File: src/rtl/nes_input_pkg.sv
// -----------------------------------------------------------------------------
// nes_input_pkg
// Shared constants and types for the NES controller input path.
//   - Button bit positions in the receiver's 8-bit level vector
//     {right,left,down,up,start,select,B,A}.
//   - Event kind codes and the 5-bit event word layout {kind[1:0], idx[2:0]}.
// -----------------------------------------------------------------------------
package nes_input_pkg;

    localparam int NUM_BTN    = 8;

    localparam int BTN_A      = 0;
    localparam int BTN_B      = 1;
    localparam int BTN_SELECT = 2;
    localparam int BTN_START  = 3;
    localparam int BTN_UP     = 4;
    localparam int BTN_DOWN   = 5;
    localparam int BTN_LEFT   = 6;
    localparam int BTN_RIGHT  = 7;

    localparam int EVT_W = 5;

    localparam logic [1:0] EVT_PRESS   = 2'b01;
    localparam logic [1:0] EVT_RELEASE = 2'b10;
    localparam logic [1:0] EVT_REPEAT  = 2'b11;

    // Packed so it can be handed to the FIFO as a plain EVT_W-bit vector.
    typedef struct packed {
        logic [1:0] kind;
        logic [2:0] idx;
    } evt_t;

endpackage

File: src/rtl/nes_event_fifo.sv
// -----------------------------------------------------------------------------
// nes_event_fifo
// Small synchronous FIFO holding button event words.
//   clk, reset   : clock and synchronous active-high reset (empties the queue)
//   push         : write push_data this cycle (ignored when full unless a pop
//                  happens in the same cycle)
//   push_data    : entry to enqueue
//   pop          : consume the head entry (ignored when empty)
//   full, empty  : occupancy flags
//   head_data    : current head entry; reads as zero while empty
// DEPTH must be a power of two >= 2. Pointers carry one extra wrap bit so
// full and empty are distinguishable without a separate counter.
// Writes land in the array and are only visible through the head the
// following cycle, so an empty FIFO never bypasses push_data to the output.
// -----------------------------------------------------------------------------
module nes_event_fifo #(
    parameter int WIDTH = 5,
    parameter int DEPTH = 4
) (
    input  logic             clk,
    input  logic             reset,
    input  logic             push,
    input  logic [WIDTH-1:0] push_data,
    input  logic             pop,
    output logic             full,
    output logic             empty,
    output logic [WIDTH-1:0] head_data
);

    localparam int AW = $clog2(DEPTH);

    logic [AW:0]      wr_ptr_reg;
    logic [AW:0]      rd_ptr_reg;
    logic [WIDTH-1:0] mem_reg [DEPTH];
    logic             do_push;
    logic             do_pop;

    assign empty = (wr_ptr_reg == rd_ptr_reg);
    assign full  = (wr_ptr_reg[AW] != rd_ptr_reg[AW]) &&
                   (wr_ptr_reg[AW-1:0] == rd_ptr_reg[AW-1:0]);

    assign do_pop  = pop && !empty;
    // A pop frees the head slot in the same cycle, so a full FIFO may accept.
    assign do_push = push && (!full || do_pop);

    always_ff @(posedge clk) begin
        if (reset) begin
            wr_ptr_reg <= '0;
            rd_ptr_reg <= '0;
        end else begin
            if (do_push) begin
                wr_ptr_reg <= wr_ptr_reg + 1'b1;
            end
            if (do_pop) begin
                rd_ptr_reg <= rd_ptr_reg + 1'b1;
            end
        end
    end

    // Storage carries no reset; the empty gate below hides stale contents.
    always_ff @(posedge clk) begin
        if (do_push) begin
            mem_reg[wr_ptr_reg[AW-1:0]] <= push_data;
        end
    end

    assign head_data = empty ? '0 : mem_reg[rd_ptr_reg[AW-1:0]];

endmodule

File: src/rtl/nes_button_events.sv
// -----------------------------------------------------------------------------
// nes_button_events
// Turns the NES receiver's eight button levels into a queue of press /
// release (and optionally auto-repeat) events for the game logic.
//   clk          : system clock
//   reset        : synchronous active-high reset; drops all queued/pending events
//   btn_raw      : {right,left,down,up,start,select,B,A}, 1 = pressed
//   btn_state    : debounced levels, same bit order
//   evt_valid    : event queue non-empty
//   evt_data     : head event {kind[1:0], idx[2:0]}; 01 press, 10 release,
//                  11 repeat
//   evt_ready    : consumer takes evt_data this cycle
//   evt_overflow : sticky flag, an event was lost; cleared only by reset
// Optional build macro NES_AUTOREPEAT_EN adds a d-pad auto-repeat timer
// (bits 4..7) that produces repeat events; without it kind 11 never appears.
// Pipeline: 2-flop sync -> per-bit debounce -> edge detect -> pending bits
// -> lowest-index arbiter -> event FIFO.
// -----------------------------------------------------------------------------
module nes_button_events
    import nes_input_pkg::*;
#(
    parameter int DEBOUNCE_CYCLES = 50000,
    parameter int REPEAT_DELAY    = 25000000,
    parameter int REPEAT_PERIOD   = 5000000,
    parameter int FIFO_DEPTH      = 4
) (
    input  logic               clk,
    input  logic               reset,
    input  logic [NUM_BTN-1:0] btn_raw,
    output logic [NUM_BTN-1:0] btn_state,
    output logic               evt_valid,
    output logic [EVT_W-1:0]   evt_data,
    input  logic               evt_ready,
    output logic               evt_overflow
);

    // Elaboration-time sanity check of the parameter set.
    if (DEBOUNCE_CYCLES < 1 || REPEAT_DELAY < 1 || REPEAT_PERIOD < 1 ||
        FIFO_DEPTH < 2 || (FIFO_DEPTH & (FIFO_DEPTH - 1)) != 0) begin : g_bad_params
        $error("nes_button_events: invalid parameter set");
    end

    localparam int              DB_W    = (DEBOUNCE_CYCLES > 1) ? $clog2(DEBOUNCE_CYCLES) : 1;
    localparam logic [DB_W-1:0] DB_LAST = DB_W'(DEBOUNCE_CYCLES - 1);

    // -------------------------------------------------------------------------
    // Input synchroniser
    // -------------------------------------------------------------------------
    logic [NUM_BTN-1:0] sync1_reg;
    logic [NUM_BTN-1:0] sync2_reg;

    always_ff @(posedge clk) begin
        if (reset) begin
            sync1_reg <= '0;
            sync2_reg <= '0;
        end else begin
            sync1_reg <= btn_raw;
            sync2_reg <= sync1_reg;
        end
    end

    // -------------------------------------------------------------------------
    // Per-bit debounce: the synced level must disagree with the accepted level
    // for DEBOUNCE_CYCLES consecutive cycles before it is taken over.
    // -------------------------------------------------------------------------
    logic [NUM_BTN-1:0] state_vec;

    genvar gi;
    for (gi = 0; gi < NUM_BTN; gi++) begin : g_debounce
        logic [DB_W-1:0] cnt_reg;
        logic            state_reg;

        always_ff @(posedge clk) begin
            if (reset) begin
                cnt_reg   <= '0;
                state_reg <= 1'b0;
            end else if (sync2_reg[gi] != state_reg) begin
                if (cnt_reg == DB_LAST) begin
                    cnt_reg   <= '0;
                    state_reg <= ~state_reg;
                end else begin
                    cnt_reg <= cnt_reg + 1'b1;
                end
            end else begin
                cnt_reg <= '0;
            end
        end

        assign state_vec[gi] = state_reg;
    end

    assign btn_state = state_vec;

    // -------------------------------------------------------------------------
    // Edge detection on the debounced levels
    // -------------------------------------------------------------------------
    logic [NUM_BTN-1:0] prev_reg;
    logic [NUM_BTN-1:0] rise;
    logic [NUM_BTN-1:0] fall;

    always_ff @(posedge clk) begin
        if (reset) begin
            prev_reg <= '0;
        end else begin
            prev_reg <= state_vec;
        end
    end

    assign rise = state_vec & ~prev_reg;
    assign fall = ~state_vec & prev_reg;

    // -------------------------------------------------------------------------
    // Pending bits, arbiter and FIFO
    // -------------------------------------------------------------------------
    logic [NUM_BTN-1:0] pend_press_reg;
    logic [NUM_BTN-1:0] pend_rel_reg;
    logic [NUM_BTN-1:0] pend_rep;
    logic [NUM_BTN-1:0] pend_any;
    logic [NUM_BTN-1:0] grant_oh;
    logic [NUM_BTN-1:0] take_press;
    logic [NUM_BTN-1:0] take_rel;
    logic [NUM_BTN-1:0] lost;
    logic               overflow_reg;
    logic               grant_valid;
    logic [2:0]         grant_idx;
    logic               push;
    logic               fifo_full;
    logic               fifo_empty;
    logic               fifo_pop;
    evt_t               push_evt;

    assign pend_any = pend_press_reg | pend_rel_reg | pend_rep;

    // Lowest index with anything pending wins.
    always_comb begin
        grant_valid = 1'b0;
        grant_idx   = '0;
        for (int i = NUM_BTN - 1; i >= 0; i--) begin
            if (pend_any[i]) begin
                grant_valid = 1'b1;
                grant_idx   = 3'(i);
            end
        end
    end

    assign evt_valid = !fifo_empty;
    assign fifo_pop  = evt_valid && evt_ready;
    assign push      = grant_valid && (!fifo_full || fifo_pop);
    assign grant_oh  = push ? (NUM_BTN'(1) << grant_idx) : '0;

    // Within one button: press before repeat before release. A press and a
    // release are never pending together; a repeat queued before a release
    // must leave first to keep the events in time order.
    assign take_press = grant_oh & pend_press_reg;
    assign take_rel   = grant_oh & ~pend_press_reg & ~pend_rep & pend_rel_reg;

    always_comb begin
        push_evt.idx = grant_idx;
        if (pend_press_reg[grant_idx]) begin
            push_evt.kind = EVT_PRESS;
        end else if (pend_rep[grant_idx]) begin
            push_evt.kind = EVT_REPEAT;
        end else begin
            push_evt.kind = EVT_RELEASE;
        end
    end

    // An opposite edge overwrites an event that has not reached the FIFO yet;
    // one that is being pushed this very cycle is not lost.
    assign lost = (rise & pend_rel_reg & ~take_rel) |
                  (fall & pend_press_reg & ~take_press);

    always_ff @(posedge clk) begin
        if (reset) begin
            pend_press_reg <= '0;
            pend_rel_reg   <= '0;
            overflow_reg   <= 1'b0;
        end else begin
            pend_press_reg <= ((pend_press_reg & ~take_press) | rise) & ~fall;
            pend_rel_reg   <= ((pend_rel_reg & ~take_rel) | fall) & ~rise;
            if (|lost) begin
                overflow_reg <= 1'b1;
            end
        end
    end

    assign evt_overflow = overflow_reg;

    nes_event_fifo #(
        .WIDTH (EVT_W),
        .DEPTH (FIFO_DEPTH)
    ) u_fifo (
        .clk       (clk),
        .reset     (reset),
        .push      (push),
        .push_data (push_evt),
        .pop       (fifo_pop),
        .full      (fifo_full),
        .empty     (fifo_empty),
        .head_data (evt_data)
    );

    // -------------------------------------------------------------------------
    // D-pad auto-repeat
    // -------------------------------------------------------------------------
`ifdef NES_AUTOREPEAT_EN
    localparam int              REP_MAX      = (REPEAT_DELAY > REPEAT_PERIOD) ? REPEAT_DELAY : REPEAT_PERIOD;
    localparam int              RW           = (REP_MAX > 1) ? $clog2(REP_MAX) : 1;
    localparam logic [RW-1:0]   DELAY_LAST   = RW'(REPEAT_DELAY - 1);
    localparam logic [RW-1:0]   PERIOD_LAST  = RW'(REPEAT_PERIOD - 1);

    logic [NUM_BTN-1:0] pend_rep_reg;
    logic [NUM_BTN-1:0] take_rep;
    logic [3:0]         dpad_rise;
    logic               new_press;
    logic [2:0]         new_idx;
    logic               rep_active_reg;
    logic               rep_first_reg;
    logic [2:0]         rep_idx_reg;
    logic [RW-1:0]      rep_cnt_reg;
    logic               tracked_fall;
    logic               rep_fire;

    assign pend_rep  = pend_rep_reg;
    assign take_rep  = grant_oh & ~pend_press_reg & pend_rep_reg;
    assign dpad_rise = rise[BTN_RIGHT:BTN_UP];
    assign new_press = |dpad_rise;

    // Several d-pad bits rising together: track the highest one.
    always_comb begin
        new_idx = 3'(BTN_UP);
        for (int j = 0; j < 4; j++) begin
            if (dpad_rise[j]) begin
                new_idx = 3'(BTN_UP + j);
            end
        end
    end

    assign tracked_fall = fall[rep_idx_reg];

    // A restart or a release of the tracked bit in the same cycle wins over
    // a timer expiry.
    assign rep_fire = rep_active_reg && !new_press && !tracked_fall &&
                      (rep_first_reg ? (rep_cnt_reg == DELAY_LAST)
                                     : (rep_cnt_reg == PERIOD_LAST));

    always_ff @(posedge clk) begin
        if (reset) begin
            rep_active_reg <= 1'b0;
            rep_first_reg  <= 1'b0;
            rep_idx_reg    <= '0;
            rep_cnt_reg    <= '0;
        end else if (new_press) begin
            rep_active_reg <= 1'b1;
            rep_first_reg  <= 1'b1;
            rep_idx_reg    <= new_idx;
            rep_cnt_reg    <= '0;
        end else if (rep_active_reg && tracked_fall) begin
            rep_active_reg <= 1'b0;
        end else if (rep_active_reg) begin
            if (rep_fire) begin
                rep_cnt_reg   <= '0;
                rep_first_reg <= 1'b0;
            end else begin
                rep_cnt_reg <= rep_cnt_reg + 1'b1;
            end
        end
    end

    // A repeat hitting an already-pending repeat simply merges.
    always_ff @(posedge clk) begin
        if (reset) begin
            pend_rep_reg <= '0;
        end else begin
            pend_rep_reg <= (pend_rep_reg & ~take_rep) |
                            (rep_fire ? (NUM_BTN'(1) << rep_idx_reg) : '0);
        end
    end
`else
    assign pend_rep = '0;
`endif

endmodule
File: config.mk
export PLATFORM = sky130hd
export DESIGN_NAME = nes_button_events
export DESIGN_NICKNAME = d
export VERILOG_FILES = /design/src/rtl/nes_input_pkg.sv /design/src/rtl/nes_event_fifo.sv /design/src/rtl/nes_button_events.sv
export SDC_FILE = /design/constraint.sdc
export NUM_CORES = 1
export LEC_CHECK = 0
export CELL_PAD_IN_SITES_DETAIL_PLACEMENT = 1
export CELL_PAD_IN_SITES_GLOBAL_PLACEMENT = 1
export CORE_MARGIN = 2
export CORE_UTILIZATION = 48
export DETAILED_ROUTE_END_ITERATION = 10
export PLACE_DENSITY_LB_ADDON = 0.3
export REMOVE_ABC_BUFFERS = 1
export SETUP_SLACK_MARGIN = 0.15
export SLEW_MARGIN = 20
export SYNTH_ARGS = -nofsm -noshare
export SYNTH_HDL_FRONTEND = slang
export SYNTH_SLANG_ARGS = --single-unit
File: constraint.sdc
create_clock -name clk -period 2.4 [get_ports clk]
set_clock_uncertainty 0.05 [all_clocks]
set_input_delay 0.72 -clock clk [delete_from_list [all_inputs] [get_ports clk]]
set_output_delay 0.72 -clock clk [all_outputs]
set_load 0.01 [all_outputs]
# After elaboration in Yosys (flattened, before gate mapping)
# Memories as Yosys holds them, arrays and structs flattened. A register that Yosys moved wholly into a read port is not among the register bits.
# Cells that the tools add are included.
dict set report op_classes {
  addsub 10
  n_lt_le_gt_ge 1
  eq_ne 19
  shifts 1
  n_mux 27
  n_bitwise 40
  n_reduce_logical 26
}
# op count
set op_table {}
lappend op_table {{$add A16 B1 Y16 const B} 8}
lappend op_table {{$eq A16 B16 Y1 const B} 8}
lappend op_table {{$and A8 B8 Y8} 13}
lappend op_table {{$not A8 Y8} 7}
lappend op_table {{$or A8 B8 Y8} 4}
lappend op_table {{$mux W3} 8}
lappend op_table {{$reduce_or A3 Y1} 8}
lappend op_table {{$not A1 Y1} 16}
lappend op_table {{$reduce_and A2 Y1} 8}
lappend op_table {{$mux W1} 13}
lappend op_table {{$ne A1 B1 Y1} 9}
lappend op_table {{$mux W8} 1}
lappend op_table {{$reduce_or A8 Y1} 1}
lappend op_table {{$shl A1 B3 Y8 const A} 1}
lappend op_table {{$add A3 B1 Y3 const B} 2}
lappend op_table {{$mux W2} 3}
lappend op_table {{$logic_and A1 B1 Y1} 5}
lappend op_table {{$mux W5} 1}
lappend op_table {{$lt A3 B4 Y1 const B} 1}
lappend op_table {{$bmux W1 S3} 1}
lappend op_table {{$eq A3 B3 Y1} 1}
lappend op_table {{$eq A2 B2 Y1} 1}
lappend op_table {{$logic_not A1 Y1} 2}
lappend op_table {{$logic_or A1 B1 Y1} 2}
dict set report word_totals {
  regBits 183
  mem_bits_rw 20
  rom_bits 8
  in_bits 11
  out_inout_bits 15
  elab_cells 150
  mem_count 2
}
# name depth word_bits read_ports rd_clocked_by_memory_dff wr line
set mem_list {}
lappend mem_list {u_fifo.mem_reg 4 5 1 1 1 nes_event_fifo.sv:34} ;# logic [WIDTH-1:0] mem_reg [DEPTH];
lappend mem_list {{(no name shown)} 8 1 1 0 0 nes_button_events.sv:161} ;# end else if (pend_rep[grant_idx]) begin

# Depth between registers and ports, before layout
# Gate-level depths: netlist of run 1.
dict set report logic_depth {
  word_depth 17
  ltp_mapped 8
  depth_no_buf 7
}

# Cells and area by module
# A second synthesis of run 1 with hierarchy kept.
dict set report hier_totals {
  cells_unflattened 951
  hier_area_um2 8927.3
}
# module instances cells_per_inst area_per_inst_um2 seq_area_each_um2
set by_module_without_submodules {}
lappend by_module_without_submodules {nes_button_events 1 866 7676.1 3543.4}
lappend by_module_without_submodules {nes_event_fifo 1 85 1251.2 760.7}

# Worst setup path before layout of run 1
# Ideal clock, no wire load.
dict set report synth_path {
  path_type {register -> register}
  startpoint {register pend_press_reg[3]}
  endpoint {memory u_fifo.mem_reg[0][3], data pin}
  setup_time_ns 0.263
  t_arrival_ns 1.766
  required_time_ns 2.087
  path_slack_ns 0.321
  path_stages_with_launch 6
  path_buffers 1
  period_less_slack_ns 2.079
  path_cell_list {dfxtp_1 buf_4 or4_1 o21ai_0 mux4_2 a21o_1}
}
# element line
set synth_lines {}
lappend synth_lines {{start, declared} nes_button_events.sv:115} ;# logic [NUM_BTN-1:0] pend_press_reg;
lappend synth_lines {{start signal, assigned} nes_button_events.sv:179} ;# pend_press_reg <= ((pend_press_reg & ~take_press) | rise) & ~fall;
lappend synth_lines {{end, declared} nes_event_fifo.sv:34}

==> results.yml, run 1 <==
outcome:
  outcome: "complete, but fails checks"
  violations: "setup timing"
clock_network:
  clk_path_buf_depth: 3
  cts_tree: "yes"
  clock_latency_ps: 500
  htree_levels: 1
  clkTransAtPathRegs_ps: 60
  cts.sinks: 205
  numCtsBuffers: 23
  clock_tree.root_cell: "clkbuf_16"
global_routing:
  first_global_vias: 6768
  grt-ovfl-total: 0
  antenna_found_initial: 0
  grt_first_pass_wirelength_um: 32320
  track_usage: 0.1945
  grt_start_max_net_pins: 21
setup_path:
  reg2reg_from: "u_fifo.rd_ptr_reg[0]$_SDFFE_PP0P_"
  startpoint_type: "flip-flop"
  worstSetupPathType: "reg -> out"
  cp_data_required_time_ps: 1630
  rr_worst_depth: 10
  crit_fanout: 5
  crit_arrival_ps: 1720
  r2r_end: "pend_rel_reg[7]$_SDFF_PP0_"
  critPathCaptureType: "output port"
  r2r_slack_ps: 240
detailed_routing:
  drt-total-wl_um: 19110
  first_pass_iters: 4
  viasPerCell: 5.276
  drc: 0
  vias: 6510
  drt_iter0_drc: 244
  antenna_left: 0
  routedWlPerCell_um: 15.49
job:
  drv_cap: 0
logic_synthesis:
  ys_seq_area_frac: 0.4900
  ys_ff_latch: 205
  synthCells: 937
  synth_ff_type: "dfxtp_1"
  syn-mean-instance-area_um2: 9.374
  synth_edf_count: 20
  syn_area_um2: 8783
  ys_types: 59
  yosysWarnings: 0
  synthArstFlopShare: 0
sta:
  worst_slack_ps: -94.97
  worst_pin_slew_ps: 550.9
  rsz0062_at_grt: "yes"
  drv_slew: 0
  slew_headroom: 0.6319
  fmax_mhz: 400.8
  finalCriticalPeriod_ps: 2495
  final-setup-viol-count: 5
  finalCritPeriodShare: 1.040
  finalSetupTns_ps: -391.7
  final-hold-violation-count: 0
placement:
  routabilityCongestion: 0.8367
  port_buffers: 25
  hpwlAfterDp_um: 12970
floorplan:
  die_h_um: 139.3
  die_width_um: 139.3
  die_area_um2: 19400
  row_count: 49
  start_util: 0.4890
  pin_count: 26
  core_area_um2: 17960
cells_and_area:
  layout_common_cells: "nor2_1 (194), dfxtp_1 (175), xor2_1 (60)"
  finish.utilization: 0.5675
  drive_above_1_share: 0.1124
  syn_to_final_growth_pct: 16.07
  largest_register_ffs: 128
  final_common_cell: "nor2_1"
  n_antenna_cell: 0
  fin_nets: 1013
power:
  p_per_area_nw_per_um2: 671.1
  vdd_drop_max_v: 0.0006613
  p_leak_nw: 3.604
min_path:
  hold_path.class: "reg -> reg"
  hold_end: "sync2_reg[2]$_SDFF_PP0_"
  min_from: "sync1_reg[2]$_SDFF_PP0_"
  min_path_cells: 1
[per-layer routing]
layer  wire (µm)  global-route usage
met1        8772              0.2561
met2        9533              0.3424
met3         542             0.02650
met4         261             0.04200
met5           0                   0
[critical path, stage by stage, from the launching register on]
cell and delay, ps:
dfxtp_2 340, buf_12 120, mux4_2 490, and2_1 150, buf_2 130
[metrics by stage]
step | total power, W | hold WS, ps | setup slack [ps] | instances | area, µm²
4_1_cts | 0.006939 | 393.0 | -132.3 | 1229 | 10100
2_1_floorplan | 0.003576 | 363.0 | 109.9 | 903 | 8610
6_report | 0.006842 | 389.2 | -94.97 | 1234 | 10190
3_5_place_dp | 0.003634 | 375.5 | -250.5 | 1187 | 9379
3_3_place_gp | 0.003631 | 366.7 | -186.4 | 1187 | 9379
5_1_grt | 0.007098 | 410.5 | -147.5 | 1234 | 10190
[worst max path at each step]
| stage | depth (start not counted) | end | slack [ps] | from |
|---|---|---|---|---|
| floorplan | 5 | pend_press_reg[6]$_SDFF_PP0_ | 110 | evt_ready |
| global placement | 8 | pend_press_reg[6]$_SDFF_PP0_ | -190 | evt_ready |
| detailed placement | 8 | pend_press_reg[6]$_SDFF_PP0_ | -250 | evt_ready |
| CTS | 4 | evt_data[0] | -130 | flip-flop |
| global route | 4 | evt_data[0] | -150 | flip-flop |
| finish | 4 | evt_data[0] | -90 | flip-flop |
[power by group]
part / switching, W / internal (W)
registers: 0.00000820 / 0.00346
logic: 0.0000485 / 0.0000361
clock network: 0.00132 / 0.00196
[cell families after synthesis]
family          count (synthesis)  share of synthesized area
compound gates                 61                    0.04801
xor+xnor                      119                     0.1187
simple gates                  438                     0.2454
flops                         205                     0.4900
buf+inv                        70                    0.03547
mux                            15                    0.02564
fa+ha+maj                      29                    0.03675
[final cells by class]
| cell class | instances | area, µm² |
|---|---|---|
| Clock buffer | 34 | 646.9 |
| Clock inverter | 7 | 60.06 |
| Fill cell | 2025 | 7769 |
| Inverter | 36 | 137.6 |
| Multi-Input combinational cell | 662 | 4215 |
| Sequential cell | 205 | 4329 |
| Tap cell | 229 | 286.5 |
| Timing Repair Buffer | 61 | 519.2 |
[cell usage after synthesis, drive strengths merged, types with 5 or more instances]
cell type	instances	area, µm²
a21oi	15	75.07
and2	10	62.56
and3	33	206.5
and4	5	43.79
buf	15	101.3
clkbuf	19	72.56
dfxtp	185	3704
edfxtp	20	600.6
ha	13	162.7
inv	36	137.6
maj3	16	160.2
mux2i	9	90.09
mux4	6	135.1
nand2	42	157.7
nand2b	5	33.78
nand3	52	260.3
nand4	22	137.6
nor2	196	740.7
nor2b	21	131.4
nor3	10	50.05
nor4	10	90.08
nor4b	5	43.79
o21ai	20	100.1
o31ai	6	45.04
or3	13	81.33
xnor2	57	499.2
xor2	62	543.0
[timing repair]
action,in CTS,in global routing
gates cloned,0,0
endpoints found under the setup margin,17,22
resized for setup,38,21
buffers inserted,1,5
pin swaps,6,4
hold buffers,0,0
Power figures use the tool's default switching activity.
==> run 2: changes to the inputs <==
--- a/config.mk
+++ b/config.mk
@@ -5,10 +5,11 @@
 export SDC_FILE = /design/constraint.sdc
 export NUM_CORES = 1
 export LEC_CHECK = 0
+export CAP_MARGIN = 25
 export CELL_PAD_IN_SITES_DETAIL_PLACEMENT = 1
 export CELL_PAD_IN_SITES_GLOBAL_PLACEMENT = 1
 export CORE_MARGIN = 2
-export CORE_UTILIZATION = 48
+export CORE_UTILIZATION = 52
 export DETAILED_ROUTE_END_ITERATION = 10
 export PLACE_DENSITY_LB_ADDON = 0.3
 export REMOVE_ABC_BUFFERS = 1
==> constraint.sdc (replaced) <==
create_clock -name clk -period 3.2 [get_ports clk]
set_clock_uncertainty 0.05 [all_clocks]
set_input_delay 0.96 -clock clk [delete_from_list [all_inputs] [get_ports clk]]
set_output_delay 0.96 -clock clk [all_outputs]
set_load 0.01 [all_outputs]
==> run 2 against run 1 <==
The run now ends clean; die area down 7.5%; critical path type unchanged; largest power group is now clock; critical path depth down 1; largest cell class unchanged; count of clock-buffer cells in the layout down 4; cell area down 2.1%; clock power down 19%.
==> results.yml, run 2 (same netlist as run 1, synthesis figures left out) <==
clock_network:
  cts_tree: "yes"
  cts.sinks: 205
  clock_latency_ps: 500
  clk_path_buf_depth: 3
  clkTransAtPathRegs_ps: 60
  numCtsBuffers: 22
  htree_levels: 1
  clock_tree.root_cell: "clkbuf_16"
global_routing:
  antenna_found_initial: 0
  grt-ovfl-total: 0
  grt_start_max_net_pins: 37
  grt_first_pass_wirelength_um: 32180
  track_usage: 0.2136
  first_global_vias: 6805
power:
  p_leak_nw: 3.471
  p_per_area_nw_per_um2: 533.8
  swShare: 0.1965
  pwr-share-comb: 0.011
  pwr-share-clk: 0.501
  seqPwrFrac: 0.489
  p_sw_w: 0.001047
  p_int_w: 0.004281
  vdd_drop_max_v: 0.0004332
sta:
  finalSetupTns_ps: 0
  finalCritPeriodShare: 0.9413
  finalCriticalPeriod_ps: 3012
  drv_slew: 0
  slew_headroom: 0.4869
  final-setup-viol-count: 0
  worst_pin_slew_ps: 765.0
  fmax_mhz: 332.0
  final-hold-violation-count: 0
  rsz0062_at_grt: "yes"
cells_and_area:
  fin_nets: 984
  final_common_cell: "nor2_1"
  n_antenna_cell: 0
  layout_common_cells: "nor2_1 (194), dfxtp_1 (180), xor2_1 (60)"
  finalNonFillerCells: 1195
  largest_register_ffs: 128
  drive_above_1_share: 0.06872
  fillers: 1812
  syn_to_final_growth_pct: 13.65
floorplan:
  die_h_um: 134.0
  die_area_um2: 17950
  start_util: 0.5315
  pin_count: 26
  row_count: 47
  core_area_um2: 16520
  die_width_um: 134.0
detailed_routing:
  first_pass_iters: 4
  drt-total-wl_um: 18740
  vias: 6526
  drt_iter0_drc: 196
  routedWlPerCell_um: 15.68
  antenna_left: 0
  viasPerCell: 5.461
  drc: 0
setup_path:
  r2r_slack_ps: 660
  crit_fanout: 5
  cp_data_required_time_ps: 2190
  worstSetupPathType: "reg -> out"
  critPathCaptureType: "output port"
  startpoint_type: "flip-flop"
  crit_arrival_ps: 2000
job:
  drv_cap: 0
placement:
  port_buffers: 25
  hpwlAfterDp_um: 12460
  routabilityCongestion: 0.7812
  placed_cells: 1152
min_path:
  hold_path.class: "reg -> reg"
outcome:
  outcome: "finished, final reports clean"
-- run 2: changes by cell type in the layout (fill, tap and decap cells not counted), moves of 2 or more --
cell	previous run	this run
o21ai_0	17	19
buf_6	3	0
dfxtp_1	175	180
buf_2	5	1
clkinv_2	6	3
clkbuf_8	3	1
bufinv_16	1	4
clkdlybuf4s50_1	13	20
o21ai_1	3	1
dfxtp_4	5	1
buf_4	34	8
clkbuf_1	8	6
-- run 2: what timing repair did --
| action | in CTS | in global routing |
|---|---|---|
| endpoints found under the setup margin | 6 | 4 |
| hold buffers | 0 | 0 |
| setup buffers | 1 | 3 |
| gates resized for setup | 9 | 4 |
-- run 2: final timing paths --
kind	start	endpoint	depth (start not counted)
min	g_debounce[1].cnt_reg[0]$_SDFF_PP0_	g_debounce[1].cnt_reg[0]$_SDFF_PP0_	1
max	flip-flop	evt_data[1]	3
max reg2reg	pend_press_reg[6]$_SDFF_PP0_	u_fifo.mem_reg[0][4]$_DFFE_PP_	5
min reg2reg	g_debounce[1].cnt_reg[0]$_SDFF_PP0_	g_debounce[1].cnt_reg[0]$_SDFF_PP0_	1
-- run 2: cell type report --
type	count	area [µm²]	area share
flip-flops and latches	205	4313	0.4321
clock inverters	9	147.6	0.01479
inverters	36	137.6	0.01379
clock buffers	30	611.8	0.06129
multi-input cells	662	4185	0.4193
well taps	220	275.3	0.02758
repair buffers	33	311.5	0.03121
-- run 2: critical path, cell delays in order (launching register included) --
cell             delay [ps]
dfxtp_4                 390
mux4_2                  480
and2_1                  170
clkdlybuf4s50_1         470
-- run 2: layer usage --
| metal | track usage | share of wire |
|---|---|---|
| met1 | 0.2620 | 0.45 |
| met2 | 0.3903 | 0.51 |
| met3 | 0.03250 | 0.022 |
| met4 | 0.05733 | 0.018 |
| met5 | 0 | 0 |
-- run 2: stage by stage --
| step | total power (W) | worst slack (ps) | util | instance area, µm² | hold WS [ps] |
|---|---|---|---|---|---|
| after floorplan | 0.002682 | 669.9 | - | 8610 | 363.0 |
| after global placement | 0.002716 | 218.1 | 0.5543 | 9160 | 367.1 |
| after detailed placement | 0.002718 | 175.1 | 0.5543 | 9160 | 376.2 |
| after CTS | 0.005380 | 152.2 | 0.6022 | 9951 | 392.4 |
| after global routing | 0.005494 | 110.2 | 0.6041 | 9982 | 408.4 |
| final | 0.005328 | 188.0 | 0.6041 | 9982 | 388.4 |
-- run 2: power by group through the flow --
stage           logic, W  clock network, W  registers, W
4_1_cts        0.0000569           0.00272       0.00260
2_1_floorplan  0.0000219                 0       0.00266
3_5_place_dp   0.0000558                 0       0.00266
3_3_place_gp   0.0000549                 0       0.00266
6_report       0.0000560           0.00267       0.00260
5_1_grt        0.0000629           0.00283       0.00260
